--- config.mk ---
export PLATFORM = sky130hd
export DESIGN_NAME = ecc_secded_dec_pipe_flat
export DESIGN_NICKNAME = d
export VERILOG_FILES = /design/src/rtl/ecc_secded_dec_pipe_pkg.sv /design/src/rtl/ecc_secded_dec_pipe_if.sv /design/src/rtl/ecc_secded_dec_pipe_syn.sv /design/src/rtl/ecc_secded_dec_pipe.sv /design/src/flat_wrapper.sv
export SDC_FILE = /design/constraint.sdc
export NUM_CORES = 1
export LEC_CHECK = 0
export CORE_MARGIN = 4
export CORE_UTILIZATION = 50
export CTS_CLUSTER_DIAMETER = 100
export DETAILED_ROUTE_END_ITERATION = 6
export GPL_ROUTABILITY_DRIVEN = 0
export GPL_TIMING_DRIVEN = 0
export PLACE_DENSITY = 0.82
export SETUP_SLACK_MARGIN = 0.1
export SLEW_MARGIN = 15
export SYNTH_ARGS = -nofsm -noshare
export SYNTH_HDL_FRONTEND = slang
export SYNTH_SLANG_ARGS = --single-unit
--- constraint.sdc ---
create_clock -name ecc_clk -period 6.8 [get_ports ecc_clk]
set_clock_uncertainty 0.05 [all_clocks]
set_input_delay 1.36 -clock ecc_clk [delete_from_list [all_inputs] [get_ports ecc_clk]]
set_output_delay 1.36 -clock ecc_clk [all_outputs]
set_load 0.05 [all_outputs]
--- src/rtl/ecc_secded_dec_pipe_pkg.sv ---
// ecc_secded_dec_pipe_pkg
//   Shared definitions for the SECDED (extended Hamming) decoder family.
//   CHK_W_F(data_w) : number of check bits (Hamming bits + overall parity)
//   DPOS_F(idx)     : codeword position of data bit idx (powers of two skipped)
//   syn_class_e     : classification of a decoded {parity, syndrome} pair
package ecc_secded_dec_pipe_pkg;

  typedef enum logic [1:0] {
    SYN_CLEAN = 2'd0,  // no error
    SYN_PAR   = 2'd1,  // single error on a parity bit (incl. overall parity)
    SYN_DATA  = 2'd2,  // single error on a data bit, correctable
    SYN_DBIT  = 2'd3   // uncorrectable
  } syn_class_e;

  // Smallest r with 2^r >= data_w + r + 1, plus one overall parity bit.
  function automatic int CHK_W_F(input int data_w);
    int res;
    res = 0;
    for (int k = 1; k < 16; k++) begin
      if ((res == 0) && ((1 << k) >= (data_w + k + 1))) begin
        res = k + 1;
      end
    end
    return res;
  endfunction

  // Data bits fill the non-power-of-two positions in ascending order.
  function automatic int DPOS_F(input int idx);
    int cnt;
    int pos;
    cnt = 0;
    pos = 0;
    for (int p = 3; p < 1024; p++) begin
      if ((pos == 0) && ((p & (p - 1)) != 0)) begin
        if (cnt == idx) begin
          pos = p;
        end
        cnt = cnt + 1;
      end
    end
    return pos;
  endfunction

endpackage

--- src/rtl/ecc_secded_dec_pipe_if.sv ---
// ecc_secded_dec_pipe_if
//   Read-path bus around the decoder.
//   in_*  : raw word from the RAM read port (valid, address tag, data, check bits)
//   out_* : decoded word towards the consumer (valid, tag, data, error flags)
//   master : RAM side / consumer (drives in_*, observes out_*)
//   slave  : the decoder
interface ecc_secded_dec_pipe_if #(
  parameter int DATA_W = 64,
  parameter int CHK_W  = 8,
  parameter int ADDR_W = 16
);
  logic              in_vld;
  logic [ADDR_W-1:0] in_addr;
  logic [DATA_W-1:0] ecc_data_in;
  logic [CHK_W-1:0]  ecc_chkbits_in;
  logic              out_vld;
  logic [ADDR_W-1:0] out_addr;
  logic [DATA_W-1:0] ecc_data_out;
  logic              ecc_sbit_err;
  logic              ecc_dbit_err;

  modport master (
    output in_vld, in_addr, ecc_data_in, ecc_chkbits_in,
    input  out_vld, out_addr, ecc_data_out, ecc_sbit_err, ecc_dbit_err
  );

  modport slave (
    input  in_vld, in_addr, ecc_data_in, ecc_chkbits_in,
    output out_vld, out_addr, ecc_data_out, ecc_sbit_err, ecc_dbit_err
  );
endinterface

--- src/rtl/ecc_secded_dec_pipe_syn.sv ---
// ecc_secded_syn
//   Combinational check-bit generator, usable by both encoder and decoder.
//   i_data : DATA_W data bits
//   o_chk  : CHK_W check bits; [CHK_W-2:0] Hamming bits, [CHK_W-1] overall parity
module ecc_secded_syn
  import ecc_secded_dec_pipe_pkg::*;
#(
  parameter int DATA_W = 64,
  parameter int CHK_W  = 8
) (
  input  logic [DATA_W-1:0] i_data,
  output logic [CHK_W-1:0]  o_chk
);

  logic [CHK_W-2:0] w_low;

  // Each Hamming bit covers the data bits whose position has that bit set;
  // the masks are elaboration-time constants.
  for (genvar i = 0; i < CHK_W - 1; i++) begin : g_chk
    logic [DATA_W-1:0] w_mask;
    for (genvar j = 0; j < DATA_W; j++) begin : g_mask
      localparam int POS = DPOS_F(j);
      assign w_mask[j] = POS[i];
    end
    assign w_low[i] = ^(i_data & w_mask);
  end

  assign o_chk = {(^i_data) ^ (^w_low), w_low};

endmodule

--- src/rtl/ecc_secded_dec_pipe.sv ---
// ecc_secded_dec_pipe
//   Three-stage SECDED decoder for a RAM read path with error counters,
//   first-error log and interrupt. Fixed latency of 3 enabled cycles.
//   ecc_clk / ecc_reset (sync, active-high) / ecc_clken (freezes everything)
//   ecc_correct_n : 1 = detect only
//   bus           : in_* raw word, out_* decoded word and error flags
//   cnt_clr, sbit_cnt, dbit_cnt : saturating error counters and their clear
//   err_log_*     : first-error log (ack releases it), err_irq = err_log_vld
module ecc_secded_dec_pipe
  import ecc_secded_dec_pipe_pkg::*;
#(
  parameter int DATA_W = 64,
  parameter int CHK_W  = 8,
  parameter int ADDR_W = 16,
  parameter int CNT_W  = 16
) (
  input  logic                  ecc_clk,
  input  logic                  ecc_reset,
  input  logic                  ecc_clken,
  input  logic                  ecc_correct_n,
  ecc_secded_dec_pipe_if.slave  bus,
  input  logic                  cnt_clr,
  output logic [CNT_W-1:0]      sbit_cnt,
  output logic [CNT_W-1:0]      dbit_cnt,
  input  logic                  err_log_ack,
  output logic                  err_log_vld,
  output logic [ADDR_W-1:0]     err_log_addr,
  output logic [CHK_W-1:0]      err_log_syn,
  output logic                  err_log_dbit,
  output logic                  err_log_ovf,
  output logic                  err_irq
);

  localparam int               SYN_W    = CHK_W - 1;
  localparam logic [SYN_W-1:0] LAST_POS = SYN_W'(DATA_W + CHK_W - 1);
  localparam logic [SYN_W-1:0] SYN_ONE  = SYN_W'(1);
  localparam logic [CNT_W-1:0] CNT_ONE  = CNT_W'(1);

  if (CHK_W != CHK_W_F(DATA_W)) begin : g_bad_chk_w
    $error("ecc_secded_dec_pipe: CHK_W does not match CHK_W_F(DATA_W)");
  end

  // Clear wins over the old value; a same-cycle increment then yields 1.
  function automatic logic [CNT_W-1:0] sat_cnt_f(input logic [CNT_W-1:0] cnt,
                                                 input logic inc, input logic clr);
    logic [CNT_W-1:0] nxt;
    if (clr) begin
      nxt = inc ? CNT_ONE : {CNT_W{1'b0}};
    end else if (inc && (cnt != {CNT_W{1'b1}})) begin
      nxt = cnt + CNT_ONE;
    end else begin
      nxt = cnt;
    end
    return nxt;
  endfunction

  // Stage 1
  logic              r_s1_vld, r_s1_cor_n;
  logic [ADDR_W-1:0] r_s1_addr;
  logic [DATA_W-1:0] r_s1_data;
  logic [CHK_W-1:0]  r_s1_chk;
  // Stage 2
  logic              r_s2_vld, r_s2_cor_n, r_s2_par;
  logic [ADDR_W-1:0] r_s2_addr;
  logic [DATA_W-1:0] r_s2_data;
  logic [SYN_W-1:0]  r_s2_syn;
  // Stage 3 / outputs
  logic              r_out_vld, r_out_sbit, r_out_dbit;
  logic [ADDR_W-1:0] r_out_addr;
  logic [DATA_W-1:0] r_out_data;
  logic [CNT_W-1:0]  r_sbit_cnt, r_dbit_cnt;
  logic              r_log_vld, r_log_dbit, r_log_ovf;
  logic [ADDR_W-1:0] r_log_addr;
  logic [CHK_W-1:0]  r_log_syn;

  logic [CHK_W-1:0]  w_gen_chk;
  logic [DATA_W-1:0] w_hit;
  logic [DATA_W-1:0] w_data_cor;
  syn_class_e        w_class;
  logic              w_sbit, w_dbit, w_err;
  logic              w_log_vld_nxt, w_log_dbit_nxt, w_log_ovf_nxt;
  logic [ADDR_W-1:0] w_log_addr_nxt;
  logic [CHK_W-1:0]  w_log_syn_nxt;

  ecc_secded_syn #(.DATA_W(DATA_W), .CHK_W(CHK_W)) u_syn (
    .i_data (r_s1_data),
    .o_chk  (w_gen_chk)
  );

  // One-hot decode of the syndrome onto data bit positions.
  for (genvar j = 0; j < DATA_W; j++) begin : g_hit
    localparam logic [SYN_W-1:0] POS = SYN_W'(DPOS_F(j));
    assign w_hit[j] = (r_s2_syn == POS);
  end

  // Classify the stage-2 syndrome; s==0 with p==1 lands in SYN_PAR because
  // the overall parity bit itself is wrong.
  always_comb begin
    w_class = SYN_CLEAN;
    if (!r_s2_par) begin
      if (r_s2_syn == {SYN_W{1'b0}}) begin
        w_class = SYN_CLEAN;
      end else begin
        w_class = SYN_DBIT;
      end
    end else if (r_s2_syn > LAST_POS) begin
      w_class = SYN_DBIT;
    end else if ((r_s2_syn & (r_s2_syn - SYN_ONE)) == {SYN_W{1'b0}}) begin
      w_class = SYN_PAR;
    end else begin
      w_class = SYN_DATA;
    end
  end

  // Error flags and correction mux, qualified by the stage-2 valid.
  always_comb begin
    w_sbit     = 1'b0;
    w_dbit     = 1'b0;
    w_data_cor = r_s2_data;
    case (w_class)
      SYN_PAR:   w_sbit = r_s2_vld;
      SYN_DATA: begin
        w_sbit = r_s2_vld;
        if (!r_s2_cor_n) begin
          w_data_cor = r_s2_data ^ w_hit;
        end else begin
          w_data_cor = r_s2_data;
        end
      end
      SYN_DBIT:  w_dbit = r_s2_vld;
      default: begin
        w_sbit = 1'b0;
        w_dbit = 1'b0;
      end
    endcase
    w_err = w_sbit | w_dbit;
  end

  // Error log next state: capture when empty or acked, upgrade sbit to dbit,
  // otherwise hold and flag the overflow.
  always_comb begin
    w_log_vld_nxt  = r_log_vld;
    w_log_dbit_nxt = r_log_dbit;
    w_log_ovf_nxt  = r_log_ovf;
    w_log_addr_nxt = r_log_addr;
    w_log_syn_nxt  = r_log_syn;
    if (w_err) begin
      if (err_log_ack || !r_log_vld) begin
        w_log_vld_nxt  = 1'b1;
        w_log_dbit_nxt = w_dbit;
        w_log_ovf_nxt  = err_log_ack ? 1'b0 : r_log_ovf;
        w_log_addr_nxt = r_s2_addr;
        w_log_syn_nxt  = {r_s2_par, r_s2_syn};
      end else begin
        w_log_ovf_nxt = 1'b1;
        if (w_dbit && !r_log_dbit) begin
          w_log_dbit_nxt = 1'b1;
          w_log_addr_nxt = r_s2_addr;
          w_log_syn_nxt  = {r_s2_par, r_s2_syn};
        end else begin
          w_log_dbit_nxt = r_log_dbit;
        end
      end
    end else if (err_log_ack) begin
      w_log_vld_nxt = 1'b0;
      w_log_ovf_nxt = 1'b0;
    end else begin
      w_log_vld_nxt = r_log_vld;
    end
  end

  // Pipeline, counters and log; everything holds while ecc_clken is low.
  always_ff @(posedge ecc_clk) begin
    if (ecc_reset) begin
      r_s1_vld   <= 1'b0;
      r_s1_cor_n <= 1'b0;
      r_s1_addr  <= '0;
      r_s1_data  <= '0;
      r_s1_chk   <= '0;
      r_s2_vld   <= 1'b0;
      r_s2_cor_n <= 1'b0;
      r_s2_par   <= 1'b0;
      r_s2_addr  <= '0;
      r_s2_data  <= '0;
      r_s2_syn   <= '0;
      r_out_vld  <= 1'b0;
      r_out_sbit <= 1'b0;
      r_out_dbit <= 1'b0;
      r_out_addr <= '0;
      r_out_data <= '0;
      r_sbit_cnt <= '0;
      r_dbit_cnt <= '0;
      r_log_vld  <= 1'b0;
      r_log_dbit <= 1'b0;
      r_log_ovf  <= 1'b0;
      r_log_addr <= '0;
      r_log_syn  <= '0;
    end else if (ecc_clken) begin
      r_s1_vld   <= bus.in_vld;
      r_s1_cor_n <= ecc_correct_n;
      r_s1_addr  <= bus.in_addr;
      r_s1_data  <= bus.ecc_data_in;
      r_s1_chk   <= bus.ecc_chkbits_in;
      r_s2_vld   <= r_s1_vld;
      r_s2_cor_n <= r_s1_cor_n;
      r_s2_par   <= ^{r_s1_data, r_s1_chk};
      r_s2_addr  <= r_s1_addr;
      r_s2_data  <= r_s1_data;
      r_s2_syn   <= w_gen_chk[SYN_W-1:0] ^ r_s1_chk[SYN_W-1:0];
      r_out_vld  <= r_s2_vld;
      r_out_sbit <= w_sbit;
      r_out_dbit <= w_dbit;
      r_out_addr <= r_s2_addr;
      r_out_data <= w_data_cor;
      r_sbit_cnt <= sat_cnt_f(r_sbit_cnt, w_sbit, cnt_clr);
      r_dbit_cnt <= sat_cnt_f(r_dbit_cnt, w_dbit, cnt_clr);
      r_log_vld  <= w_log_vld_nxt;
      r_log_dbit <= w_log_dbit_nxt;
      r_log_ovf  <= w_log_ovf_nxt;
      r_log_addr <= w_log_addr_nxt;
      r_log_syn  <= w_log_syn_nxt;
    end
  end

  assign bus.out_vld      = r_out_vld;
  assign bus.out_addr     = r_out_addr;
  assign bus.ecc_data_out = r_out_data;
  assign bus.ecc_sbit_err = r_out_sbit;
  assign bus.ecc_dbit_err = r_out_dbit;
  assign sbit_cnt         = r_sbit_cnt;
  assign dbit_cnt         = r_dbit_cnt;
  assign err_log_vld      = r_log_vld;
  assign err_log_addr     = r_log_addr;
  assign err_log_syn      = r_log_syn;
  assign err_log_dbit     = r_log_dbit;
  assign err_log_ovf      = r_log_ovf;
  assign err_irq          = r_log_vld;

endmodule

--- src/flat_wrapper.sv ---
// flat-port wrapper written by rule: the top's interface ports become plain ports
module ecc_secded_dec_pipe_flat import ecc_secded_dec_pipe_pkg::*;
#(
  parameter int DATA_W = 64,
  parameter int CHK_W  = 8,
  parameter int ADDR_W = 16,
  parameter int CNT_W  = 16
)
  (ecc_clk, ecc_reset, ecc_clken, ecc_correct_n, cnt_clr, sbit_cnt, dbit_cnt, err_log_ack, err_log_vld, err_log_addr, err_log_syn, err_log_dbit, err_log_ovf, err_irq, bus_in_vld, bus_in_addr, bus_ecc_data_in, bus_ecc_chkbits_in, bus_out_vld, bus_out_addr, bus_ecc_data_out, bus_ecc_sbit_err, bus_ecc_dbit_err);
  ecc_secded_dec_pipe_if #(.DATA_W(DATA_W), .CHK_W(CHK_W), .ADDR_W(ADDR_W)) bus_i ();
  input  logic ecc_clk;
  input  logic ecc_reset;
  input  logic ecc_clken;
  input  logic ecc_correct_n;
  input  logic cnt_clr;
  output logic [CNT_W-1:0] sbit_cnt;
  output logic [CNT_W-1:0] dbit_cnt;
  input  logic err_log_ack;
  output logic err_log_vld;
  output logic [ADDR_W-1:0] err_log_addr;
  output logic [CHK_W-1:0] err_log_syn;
  output logic err_log_dbit;
  output logic err_log_ovf;
  output logic err_irq;
  input wire logic [$bits(bus_i.in_vld)-1:0] bus_in_vld;
  input wire logic [$bits(bus_i.in_addr)-1:0] bus_in_addr;
  input wire logic [$bits(bus_i.ecc_data_in)-1:0] bus_ecc_data_in;
  input wire logic [$bits(bus_i.ecc_chkbits_in)-1:0] bus_ecc_chkbits_in;
  output wire logic [$bits(bus_i.out_vld)-1:0] bus_out_vld;
  output wire logic [$bits(bus_i.out_addr)-1:0] bus_out_addr;
  output wire logic [$bits(bus_i.ecc_data_out)-1:0] bus_ecc_data_out;
  output wire logic [$bits(bus_i.ecc_sbit_err)-1:0] bus_ecc_sbit_err;
  output wire logic [$bits(bus_i.ecc_dbit_err)-1:0] bus_ecc_dbit_err;
  assign bus_i.in_vld = bus_in_vld;
  assign bus_i.in_addr = bus_in_addr;
  assign bus_i.ecc_data_in = bus_ecc_data_in;
  assign bus_i.ecc_chkbits_in = bus_ecc_chkbits_in;
  assign bus_out_vld = bus_i.out_vld;
  assign bus_out_addr = bus_i.out_addr;
  assign bus_ecc_data_out = bus_i.ecc_data_out;
  assign bus_ecc_sbit_err = bus_i.ecc_sbit_err;
  assign bus_ecc_dbit_err = bus_i.ecc_dbit_err;
  ecc_secded_dec_pipe #(.DATA_W(DATA_W), .CHK_W(CHK_W), .ADDR_W(ADDR_W), .CNT_W(CNT_W)) u_core (.ecc_clk(ecc_clk), .ecc_reset(ecc_reset), .ecc_clken(ecc_clken), .ecc_correct_n(ecc_correct_n), .bus(bus_i), .cnt_clr(cnt_clr), .sbit_cnt(sbit_cnt), .dbit_cnt(dbit_cnt), .err_log_ack(err_log_ack), .err_log_vld(err_log_vld), .err_log_addr(err_log_addr), .err_log_syn(err_log_syn), .err_log_dbit(err_log_dbit), .err_log_ovf(err_log_ovf), .err_irq(err_irq));
endmodule
Word level (Yosys, flattened, before mapping)
Cells that the tools add are included.
- register bits after elaboration: 322
- bits in latches: 0
- RAM bits: 0
- memory bits (read-only): 0
- output and inout bits: 143
- word-level logic and storage cells: 152
- memories: 0
- add/sub/neg operators: 3
- multipliers: 0
- div/mod/pow operators: 0
- order comparisons: 1
- equality and inequality tests: 70
- shifts and indexed selects: 0
- multiplexer cells: 26
- bitwise logic cells: 4
- reductions and logical operators: 25
- operators with widths (kind ; count):
    $reduce_xor A64 Y1 ; 7
    $eq A7 B6 Y1 const B ; 31
    $mux W64 ; 2
    $eq A7 B5 Y1 const B ; 15
    $mux W16 ; 6
    $reduce_xor A72 Y1 ; 1
    $xor A64 B64 Y64 ; 1
    $eq A7 B4 Y1 const B ; 7
    $eq A7 B7 Y1 const B ; 7
    $add A16 B1 Y16 const B ; 2
    $ne A16 B16 Y1 const B ; 2
    $eq A7 B3 Y1 const B ; 3
    $mux W8 ; 2
    $logic_not A7 Y1 ; 2
    $mux W1 ; 12
    $mux W2 ; 4
    $reduce_bool A2 Y1 ; 4
    $and A7 B7 Y7 ; 1
    $eq A7 B2 Y1 const B ; 1
    $gt A7 B7 Y1 const B ; 1
    $sub A7 B1 Y7 const B ; 1
    $xor A7 B7 Y7 ; 1
    $reduce_and A3 Y1 ; 2
    $eq A2 B2 Y1 const B ; 2
    8 further kinds ; 12

Longest topological paths before layout
- word-level depth: 12
- gate-level depth with buffers: 15
- depth with buffers taken out: 13

Hierarchy
From an unflattened synthesis, not the netlist that was laid out.
- cells, all modules: 1513
- area total of the unflattened synthesis: 14676.6 µm²
- by module, submodules not included (module ; times used ; cells an instance ; area each (µm²) ; sequential area each (µm²)):
    ecc_secded_dec_pipe ; 1 ; 1406 ; 13365.3 ; 6446.2
    ecc_secded_syn ; 1 ; 107 ; 1311.3 ; 0.0

Least setup slack after synthesis
OpenSTA, ideal clock, no wires.
- path kind: input-to-reg
- start point: in ecc_clken
- end point: reg u_core.r_s1_chk[0]
- setup time: 0.128 ns
- arrival: 2.838 ns
- data required time: 6.622 ns
- slack: 3.785 ns
- cell stages on the path: 6
- path buffers: 4
- path through: clkbuf_1 -> clkbuf_1 -> clkbuf_1 -> buf_1 -> mux2i_1 -> nor2_1
- RTL lines (item ; RTL line ; source):
    start, declared ; flat_wrapper.sv:13 ; input logic ecc_clken;
    end signal, assigned ; ecc_secded_dec_pipe.sv:203 ; r_s1_chk <= bus.ecc_chkbits_in;
    end, declared ; ecc_secded_dec_pipe.sv:61 ; logic [CHK_W-1:0] r_s1_chk;

Final worst setup path
- start point: reg u_core.r_s2_syn[1]
- end point: reg u_core.r_out_data[12], in the netlist u_core.bus.ecc_data_out[12]
- word-level cells in the longest chain between the ends: 8
- elaborated cells on any way between the ends: 14
- classes of those cells: add/sub: 1; order compare: 1; eq/ne: 2; mux: 6; bitwise: 2; reduce/logical: 2
- RTL lines (item ; RTL line ; source):
    start, declared ; ecc_secded_dec_pipe.sv:66 ; logic [SYN_W-1:0] r_s2_syn;
    start signal, assigned ; ecc_secded_dec_pipe.sv:209 ; r_s2_syn <= w_gen_chk[SYN_W-1:0] ^ r_s1_chk[SYN_W-1:0];
    $sub A7 B1 Y7 ; ecc_secded_dec_pipe.sv:108 ; end else if ((r_s2_syn & (r_s2_syn - SYN_ONE)) == {SYN_W{1'b0}}) begin
    $and A7 B7 Y7 ; ecc_secded_dec_pipe.sv:108 ;
    $logic_not A7 Y1 ; ecc_secded_dec_pipe.sv:108 ;
    $mux W2 ; ecc_secded_dec_pipe.sv:108 ;
    $mux W2 ; ecc_secded_dec_pipe.sv:106 ; end else if (r_s2_syn > LAST_POS) begin
    $mux W2 ; ecc_secded_dec_pipe.sv:100 ; if (!r_s2_par) begin
    $eq A2 B2 Y1 ; ecc_secded_dec_pipe.sv:120 ; case (w_class)
    $mux W64 (*) ; ecc_secded_dec_pipe.sv:120 ;
    end signal, assigned ; ecc_secded_dec_pipe.sv:214 ; r_out_data <= w_data_cor;
    end, declared ; ecc_secded_dec_pipe.sv:70 ; logic [DATA_W-1:0] r_out_data;
Every way passes the cells marked *; elsewhere a longest branch is shown, timed or not.
A chain may end at the register's enable or synchronous reset.

==> metrics.md <==
| Metric | Value |
|---|---|
| Status | finished, final reports clean |
| Worst Slack Setup Final | 2.769 ns |
| Detailed placer's ending HPWL | 31020 µm |
| Total power | 5.147 mW |
| Post-synth EDFFs | 0 |
| Vias in the first global route | 11.53k |
| Synth unique cells | 54 |
| Slew Limit Fails | 0 |
| Least-Margin Pin Slew | 0.9513 ns |
| Post-synthesis sequential area ratio | 45.66% |
| Number of antenna diodes | 0 |
| Count of final setup violators | 0 |
| DRT Pass-1 Iters | 6 |
| Post-Layout Inst Area | 18060 µm² |
| Power density over the cells | 285.0 nW/µm² |
| Largest net degree at the start of global routing | 14 |
| Tightest Hold Check Type | flop to flop |
| First-pass GRT wire length | 64050 µm |
| Cell Area, Placed | 16940 µm² |
| Critical path's slowest cell | nor2_1 |
| CTS tree | done |
| I/O Buffers | 235 |
| CP Max Fanout | 9 |
| WL/cell | 19.43 µm |
| DIE WIDTH | 176.0 µm |
| Postcts setup bufs | 0 |
| Required time of the critical path | 7.16 ns |
| Slew HR | 36.09% |
| Die area | 30990 µm² |
| Starting Density | 50.68% |
| CTS root buffer | clkbuf_16 |
| Most frequent CP cell | nand2_1 |
| Final worst-path cycle share | 59.27% |
| Cell count after placement | 2082 |
| DR DRC count | 0 |
| Clock transition at path regs | 0.06 ns |
| GRT Total Usage | 26.09% |
| Leak | 7.155 nW |
| Max rail drop VDD | 169.6 µV |
| Routed vias | 11.67k |
| Final core occ | 64.83% |
| Number of buffers created by CTS | 34 |
| Initial antenna violation count | 2 |
| Final TNS setup | 0 ns |
| WL final | 41630 µm |
| Iteration-0 DRC Markers | 958 |
| Cell breakdown of the critical path | clkbuf_1, or2_1, clkbuf_1, nand2_1, a21oi_1, a2bb2oi_1, nor2_1, o22ai_1, ha_1, nor3b_1, nand2_1, nor2_1, nand2_1, xor2_1, a211oi_1 |
| Mapped Cells | 1469 |
| Total core area | 27860 µm² |
| Fmax | 0.2481 GHz |
| Global route overflow | 0 |
| Most used DFF post-synth | dfxtp_1 |
| CP max stage delay | 0.58 ns |
| Startpoint types | flop |
| Post-Syn Nets | 1567 |
| Max-cap violations | 0 |
| Clk buf depth | 3 |
| CP endpoint kind | flop |
| Nets | 1838 |
| Die H | 176.0 µm |
| Crit path DAT | 4.39 ns |
| Average cell area after synthesis | 9.611 µm² |
| Final non-filler cell total | 2143 |
| Clk sink count | 322 |
| FP Rows | 61 |
| Post_cts resized | 0 |
| # IOs | 238 |
| Final Hold Viols | 0 |
| Clk Latency, worst-skew pair | 0.52 ns |
| Synth Cell Area | 14120 µm² |
| Share of layout cells above drive strength 1 | 4.079% |
| Async SR Flop Fraction | 0% |
| Crit path kind | flop to flop |
| Area grow syn2layout | 27.92% |
| Dpl ws | 2.773 ns |
| Yosys warns | 0 |
| Reg2reg setup slack | 2.77 ns |
| Hold_ws | 0.4419 ns |
| Clock period minus worst slack | 4.031 ns |
| ANT nets after route | 0 |
| Most common cell after layout, fill and taps aside | nor2_1 |
| Commonest non-fill, non-tap cells in the layout | nor2_1, dfxtp_1, clkdlybuf4s50_1 |
| H-Tree Depth | 2 |
| RSZ-0062 raised after global routing | no |
| Via density per instance | 5.444 |
| Seq cells post-synth | 322 |
| Hold_buf cts | 0 |
[Yosys cell counts (12+ instances only)]
cell type  number  share of area (%)
a211oi_1       44                2.3
a21oi_1        13               0.46
a311oi_1       26                1.6
buf_1          16               0.43
clkbuf_1       76                2.0
dfxtp_1       322                 46
mux2i_1       213                 15
nand2_1        59                1.6
nor2_1        330                8.8
nor3_1         12               0.43
o21ai_0        31                1.1
or3_1          34                1.5
xnor2_1       106                6.6
xnor3_1        12                1.9
xor2_1         65                4.0
[logic make-up after synthesis]
kind of cell             Yosys count  synth area share (%)
flip-flops                       322                 45.66
AO/OA/AOI/OAI                    149                 7.444
multiplexers                     213                 15.10
adder cells (fa/ha/maj)            3                0.2659
AND/OR/NAND/NOR                  487                 14.75
buffers and inverters            105                 3.164
XOR/XNOR                         190                 13.62
[worst max-delay path: cells and delay by family, from the launching register on]
kind	cells	cell delay [ns]
compound gates	4	0.81
flops	1	0.31
buf+inv	2	0.70
simple gates	7	1.64
fa+ha+maj	1	0.20
xor+xnor	1	0.20
[state kept, by name, indices dropped and copies added, names as in the netlist, 8 cells and up]
signal                   flops
u_core.r_s2_addr            16
u_core.sbit_cnt             16
u_core.r_s1_data            64
u_core.r_s2_data            64
u_core.r_s1_addr            16
u_core.err_log_syn           8
u_core.r_s1_chk              8
u_core.bus.out_addr         16
u_core.bus.ecc_data_out     64
u_core.err_log_addr         16
u_core.dbit_cnt             16
[worst paths after layout]
| check | start | endpoint | depth (start not counted) |
|---|---|---|---|
| max reg2reg | u_core.r_s2_syn[1] | u_core.bus.ecc_data_out[12] | 15 |
| min | u_core.bus.ecc_data_out[58] | u_core.bus.ecc_data_out[58] | 2 |
| min reg2reg | u_core.bus.ecc_data_out[58] | u_core.bus.ecc_data_out[58] | 2 |
| max | u_core.r_s2_syn[1] | u_core.bus.ecc_data_out[12] | 15 |
[layout make-up]
cell class / instances / area (µm²)
clock inverters: 5 / 30.03
plain buffers: 102 / 435.4
inverters: 3 / 11.26
clock buffers: 56 / 1087
repair buffers: 235 / 2352
flip-flops and latches: 322 / 6446
fillers: 2229 / 9797
multi-input cells: 1042 / 7226
well taps: 378 / 473.0
[layer usage]
metal  GRT usage [%]  routed length (µm)
met5               0                   8
met4           8.967                1440
met3           4.711                3504
met2           43.37               19590
met1           34.40               17090
[power breakdown]
group / total (mW) / switching, mW / internal (mW)
sequential: 2.08 / 0.100 / 1.98
combinational: 1.23 / 0.659 / 0.568
clock: 1.84 / 0.745 / 1.09
total: 5.15 / 1.50 / 3.64
No activity file was read; power rests on OpenSTA's default activity.
